### config.mk
export PLATFORM = sky130hd
export DESIGN_NAME = switch_input_ctrl
export DESIGN_NICKNAME = d
export VERILOG_FILES = /design/src/rtl/switch_input_ctrl.sv
export SDC_FILE = /design/constraint.sdc
export NUM_CORES = 1
export LEC_CHECK = 0
export ABC_AREA = 1
export BUFFER_PORTS_ARGS = -buffer_cell sky130_fd_sc_hd__buf_2
export CORE_MARGIN = 2
export CORE_UTILIZATION = 35
export CTS_CLUSTER_DIAMETER = 150
export DETAILED_ROUTE_END_ITERATION = 10
export SLEW_MARGIN = 10
export SYNTH_ARGS = -nofsm -noshare
export SYNTH_HDL_FRONTEND = slang
export SYNTH_SLANG_ARGS = --single-unit
### constraint.sdc
create_clock -name clk -period 2.65 [get_ports clk]
set_clock_uncertainty 0.2 [all_clocks]
set_input_delay 0.265 -clock clk [delete_from_list [all_inputs] [get_ports clk]]
set_output_delay 0.265 -clock clk [all_outputs]
set_load 0.01 [all_outputs]
### src/rtl/switch_input_ctrl.sv
// Switch/button input front end: synchronises SW and the enter button, debounces the button,
// captures the switch word per press and hands it over with valid/ack. Option: SWIN_DEBOUNCE_BYPASS_EN.
//
// state    | meaning
// ---------+---------------------------------------------------------
// IDLE     | button released and stable, waiting for a press
// PRESS    | button seen high, counting stable-high cycles
// WAIT_REL | press accepted, waiting for the button to go low
// RELEASE  | button seen low, counting stable-low cycles
module switch_input_ctrl #(
  parameter int N               = 8,
  parameter int SYNC_STAGES     = 2,
  parameter int DEBOUNCE_CYCLES = 16
) (
  input  logic         clk,
  input  logic         reset,
  input  logic [N-1:0] sw_raw,
  input  logic         btn_raw,
  output logic [N-1:0] data_out,
  output logic         data_valid,
  input  logic         data_ack,
  output logic         overrun,
  output logic         busy
);

  localparam int CW = $clog2(DEBOUNCE_CYCLES + 1);
  localparam logic [CW-1:0] CNT_ONE  = CW'(1);
  localparam logic [CW-1:0] CNT_LAST = CW'(DEBOUNCE_CYCLES - 1);

  typedef enum logic [1:0] {
    ST_IDLE     = 2'd0,
    ST_PRESS    = 2'd1,
    ST_WAIT_REL = 2'd2,
    ST_RELEASE  = 2'd3
  } state_t;

  state_t state, state_nxt;
  logic [CW-1:0] cnt, cnt_nxt;
  logic capture;

  logic [SYNC_STAGES-1:0]        btn_sync;
  logic [SYNC_STAGES-1:0][N-1:0] sw_sync;
  logic                          btn_s;
  logic [N-1:0]                  sw_s;

  // Switch and button chains have equal depth so sw_s lines up with the press that captures it.
  always_ff @(posedge clk) begin
    if (reset) begin
      btn_sync <= '0;
      sw_sync  <= '0;
    end else begin
      btn_sync <= {btn_sync[SYNC_STAGES-2:0], btn_raw};
      sw_sync  <= {sw_sync[SYNC_STAGES-2:0], sw_raw};
    end
  end

  assign btn_s = btn_sync[SYNC_STAGES-1];
  assign sw_s  = sw_sync[SYNC_STAGES-1];

  always_ff @(posedge clk) begin
    if (reset) begin
      state <= ST_IDLE;
      cnt   <= '0;
    end else begin
      state <= state_nxt;
      cnt   <= cnt_nxt;
    end
  end

  always_comb begin
    state_nxt = state;
    cnt_nxt   = cnt;
    capture   = 1'b0;
`ifdef SWIN_DEBOUNCE_BYPASS_EN
    cnt_nxt = '0;
    case (state)
      ST_IDLE: begin
        if (btn_s) begin
          capture   = 1'b1;
          state_nxt = ST_WAIT_REL;
        end
      end
      ST_WAIT_REL: begin
        if (!btn_s) state_nxt = ST_IDLE;
      end
      default: state_nxt = ST_IDLE;
    endcase
`else
    case (state)
      ST_IDLE: begin
        if (btn_s) begin
          state_nxt = ST_PRESS;
          cnt_nxt   = CNT_ONE;
        end
      end
      ST_PRESS: begin
        if (!btn_s) begin
          state_nxt = ST_IDLE;
          cnt_nxt   = '0;
        end else if (cnt == CNT_LAST) begin
          capture   = 1'b1;
          state_nxt = ST_WAIT_REL;
          cnt_nxt   = '0;
        end else begin
          cnt_nxt = cnt + CNT_ONE;
        end
      end
      ST_WAIT_REL: begin
        if (!btn_s) begin
          state_nxt = ST_RELEASE;
          cnt_nxt   = CNT_ONE;
        end
      end
      ST_RELEASE: begin
        if (btn_s) begin
          state_nxt = ST_WAIT_REL;
          cnt_nxt   = '0;
        end else if (cnt == CNT_LAST) begin
          state_nxt = ST_IDLE;
          cnt_nxt   = '0;
        end else begin
          cnt_nxt = cnt + CNT_ONE;
        end
      end
      default: begin
        state_nxt = ST_IDLE;
        cnt_nxt   = '0;
      end
    endcase
`endif
  end

  always_comb begin
    busy = (state != ST_IDLE);
  end

  // A capture that coincides with an ack replaces the word instead of flagging overrun.
  always_ff @(posedge clk) begin
    if (reset) begin
      data_out   <= '0;
      data_valid <= 1'b0;
      overrun    <= 1'b0;
    end else if (capture) begin
      if (!data_valid || data_ack) begin
        data_out   <= sw_s;
        data_valid <= 1'b1;
      end else begin
        overrun <= 1'b1;
      end
    end else if (data_ack && data_valid) begin
      data_valid <= 1'b0;
    end
  end

endmodule

Word level (Yosys, flattened, before mapping):

Index checks and enable logic that the tools add are counted.

* $add $sub $neg: 1
* equal/unequal tests: 9
* multiplexer cells: 19
* bitwise logic cells: 1
* reductions and logical operators: 11

Operators with widths (count)
* 5-bit 2-to-1 mux: 5
* 5-bit case mux with 4 select lines: 1
* 2-bit 2-to-1 mux: 6
* 2-bit case mux with 4 select lines: 1
* 2-bit AND reduction: 4
* 1-bit 2-to-1 mux: 6
* 3-bit != test (second input constant): 2
* 5-bit by 1-bit adder with 5-bit output (second input constant): 1
* 5-bit by 4-bit == test with 1-bit output (second input constant): 1
* 2-bit == test (second input constant): 2
* 2-bit != test (second input constant): 2
* 4-bit AND reduction: 1
* 2-bit nonzero test: 2
* 2-bit by 1-bit == test with 1-bit output (second input constant): 1
* 2-bit zero test: 1
* 2-bit by 1-bit != test with 1-bit output (second input constant): 1
* 1-bit logical AND: 1
* 1-bit zero test: 1
* 1-bit logical OR: 1
* 1-bit inverter: 1

* register bits after elaboration: 35
* input port bits: 12
* output and inout bits: 11
* logic and storage cells: 49

Longest topological paths before layout:

* depth in word-level cells: 6
* depth in mapped cells: 8
* mapped depth without buffers: 7

Worst setup path before layout:

No wires, ideal clock.

* kind: register -> register
* start point: register cnt[0]
* end point: register data_out[6]
* library setup time: 0.112 ns
* data arrival time: 1.190 ns
* data required time: 2.338 ns
* slack: 1.149 ns
* stages on the path, launching flop included: 8
* buffers on the path: 1
* period minus slack after synthesis: 1.501 ns
* cells stage by stage: dfxtp_1 -> ha_1 -> nand3_2 -> nor2_4 -> nand4_4 -> buf_6 -> nor2_2 -> nor2_2

* word-level cells in the longest chain between the ends: 5

Ends and longest elaborated chain
* start: declaration: line 38 `logic [CW-1:0] cnt, cnt_nxt;`
* start signal: assignment: line 66 `cnt <= cnt_nxt;`
* 5-bit by 4-bit == test with 1-bit output: line 100 `end else if (cnt == CNT_LAST) begin`
* 1-bit 2-to-1 mux: line 100
* 1-bit 2-to-1 mux: line 97 `if (!btn_s) begin`
* 1-bit 2-to-1 mux: line 89 `case (state)`
* 2-bit AND reduction (no source line)
* end signal: assignment: line 145 `data_out <= sw_s;`
* end: declaration: line 19 `output logic [N-1:0] data_out,`

No other way between the ends.
A chain may end at the register's enable or synchronous reset.

Worst setup path in the final report:

* start point: register cnt[0]
* end point: register data_out[2]

Same word-level chain as after synthesis.

==> impl_metrics.yaml <==
power:
  switching_share: 0.213
  power_density_nw_per_um2: 607
  power.internal_mw: 0.759
  peakVddDrop_v: 0.000264
  clock_power_share: 0.392
  switchingPower_mw: 0.206
  p_comb_frac: 0.043
  power_frac_seq: 0.565
  p_leak_nw: 0.845
yosys:
  synth_area_per_cell_um2: 7.65
  ys_seq_elements: 35
  synthCells: 167
  synth_area_um2: 1280
  syn-num-nets: 180
  yosysSeqAreaShare: 0.548
  synth.distinct_cells: 20
  yosys_warnings: 0
min_path:
  hp-class: "in2reg"
  hp-start: "data_ack"
  hold_depth: 4
  holdPathEnd: "data_valid"
clock_network:
  htree_levels: 2
  cts.clk_slew.worst_paths_ps: 110
  tritoncts: "done"
  clock_sinks: 35
  ctsHoldBuffers: 9
  post_cts_resize_count: 0
  clk_latency_ps: 330
  cts-root-buf: "clkbuf_4"
  cts_buffer_depth: 2
  cts_buffers: 5
  post-cts-setup-buffers: 0
outcome:
  status: "complete, no violations"
global_routing:
  grt_max_degree: 26
  antenna_found_initial: 0
  gr-usage-all-layers: 0.121
  grt_pass1_wl_mm: 3.75
  first_global_vias: 848
  overflow: 0
detailed_routing:
  dr.pass1.iters: 4
  wl_mm: 2.05
  num_vias: 942
  drcViolationCount: 0
  first_iter_violations: 98
  antenna_left: 0
  viasPerCell: 3.81
  wl_per_cell_um: 8.32
critical_path:
  rr_startpoint: "cnt[0]"
  ff2ff_path_depth: 6
  end_kind: "flop"
  crit_required_ps: 2690
  crit_start: "cnt[0]"
  cp_max_fo: 17
  reg2reg_slack_ps: 1000
  cp-start-kind: "flop"
  worstSetupPathType: "reg2reg"
  crit_arrival_ps: 1690
  worstReg2RegEnd: "data_out[2]"
timing:
  grt_setup_unrepaired: "no"
  fin_crit_ps: 1650
  whs_ps: 99.7
  worst_slew_pin_slew_ps: 425
  finalHoldViolCount: 0
  fin_crit_sh: 0.622
  slew_headroom: 0.717
  setup_viol: 0
  finalSetupTns_ps: 0
  fmax_ghz: 0.606
  drv_slew: 0
floorplanning:
  pin_count: 23
  dieArea_um2: 4150
  rows: 21
  start_util: 0.374
  die_w_um: 64.4
  die_h_um: 64.4
  core_area_um2: 3420
layout:
  layout_commonest_cell: "nor2_1"
  finalNetCount: 213
  layout-drive-gt1-share: 0.189
  layout_common_cells: "40 x nor2_1, 35 x inv_1, 35 x dfxtp_1"
  area_delta_synth_final_pct: 24.4
  antenna_cells: 0
placement:
  numPortBuffers: 22
  place.gp.congestion: 0.796
  dp_hpwl_mm: 1.38
job:
  drv_cap: 0
==> cell type report <==
| cell class | count | area (µm²) |
|---|---|---|
| multi-input cells | 91 | 414 |
| repair buffers | 31 | 200 |
| well taps | 46 | 57.6 |
| flip-flops and latches | 35 | 701 |
| clock buffers | 5 | 37.5 |
| inverters | 36 | 135 |
| fillers | 344 | 1830 |
| clock inverters | 3 | 43.8 |
==> cells in the mapped netlist <==
cell      count  share of area
nor2_1       40           0.12
dfxtp_1      35           0.55
inv_1        35           0.10
nand2_1      29          0.085
a21oi_1       6          0.024
clkbuf_1      3         0.0088
nor2_2        3          0.015
o21ai_0       3          0.012
nand3_1       2         0.0078
buf_2         1         0.0039
buf_6         1         0.0088
ha_1          1         0.0098
inv_2         1         0.0029
nand2_2       1         0.0049
nand3_2       1         0.0078
nand4_1       1         0.0049
nand4_4       1          0.017
nor2_4        1         0.0088
o21ai_1       1         0.0039
xor2_1        1         0.0069
==> worst max path at each step <==
| stage | depth (start not counted) | slack (ps) | to |
|---|---|---|---|
| after floorplan | 7 | 1150 | data_out[6] |
| after global routing | 7 | 830 | data_out[7] |
| after CTS | 6 | 1000 | data_out[2] |
| after detailed placement | 6 | 1010 | data_out[2] |
| final | 6 | 1000 | data_out[2] |
| after global placement | 6 | 1080 | data_out[7] |
==> logic make-up after synthesis <==
group	Yosys count	synth area share
compound gates	10	0.0392
flops	35	0.548
simple gates	79	0.268
fa+ha+maj	1	0.00979
xor+xnor	1	0.00686
buf+inv	41	0.127
==> through the flow <==
stage               utilization  cell area [µm²]  instances  setup WS [ps]  total power, mW
global placement          0.415             1420        230           1080            0.590
CTS                       0.465             1590        247           1000            0.980
detailed placement        0.415             1420        230           1010            0.590
floorplan                     -             1280        167           1150            0.578
finish                    0.465             1590        247           1000            0.965
global route              0.465             1590        247            825             1.02
==> power by group through the flow <==
| stage | Clock (mW) | Sequential, mW | Combinational, mW |
|---|---|---|---|
| after detailed placement | 0 | 0.558 | 0.0324 |
| after CTS | 0.393 | 0.546 | 0.0421 |
| final | 0.378 | 0.546 | 0.0417 |
| after global routing | 0.418 | 0.547 | 0.0494 |
| after global placement | 0 | 0.558 | 0.0322 |
| after floorplan | 0 | 0.556 | 0.0216 |
==> critical path, cell delays in order (launching register included) <==
cell and delay (ps):
dfxtp_1 390, ha_1 210, nand3_2 110, nor2_4 160
nand4_4 240, nor2_1 180, nor2_1 60
==> routing by layer <==
layer / part of all wire / GRT usage
met5: 0 / 0
met3: 0.054 / 0.0486
met1: 0.49 / 0.142
met4: 0.031 / 0.0798
met2: 0.42 / 0.181
==> registers in the layout, summed over array words and instances, names as in the netlist, named ones only <==
| register | flops |
|---|---|
| sw_sync | 8 |
| overrun | 1 |
| sw_s | 8 |
| data_valid | 1 |
| cnt | 5 |
| btn_sync | 2 |
| state | 1 |
| data_out | 8 |
Note: power is estimated with default switching activity, not from simulation.
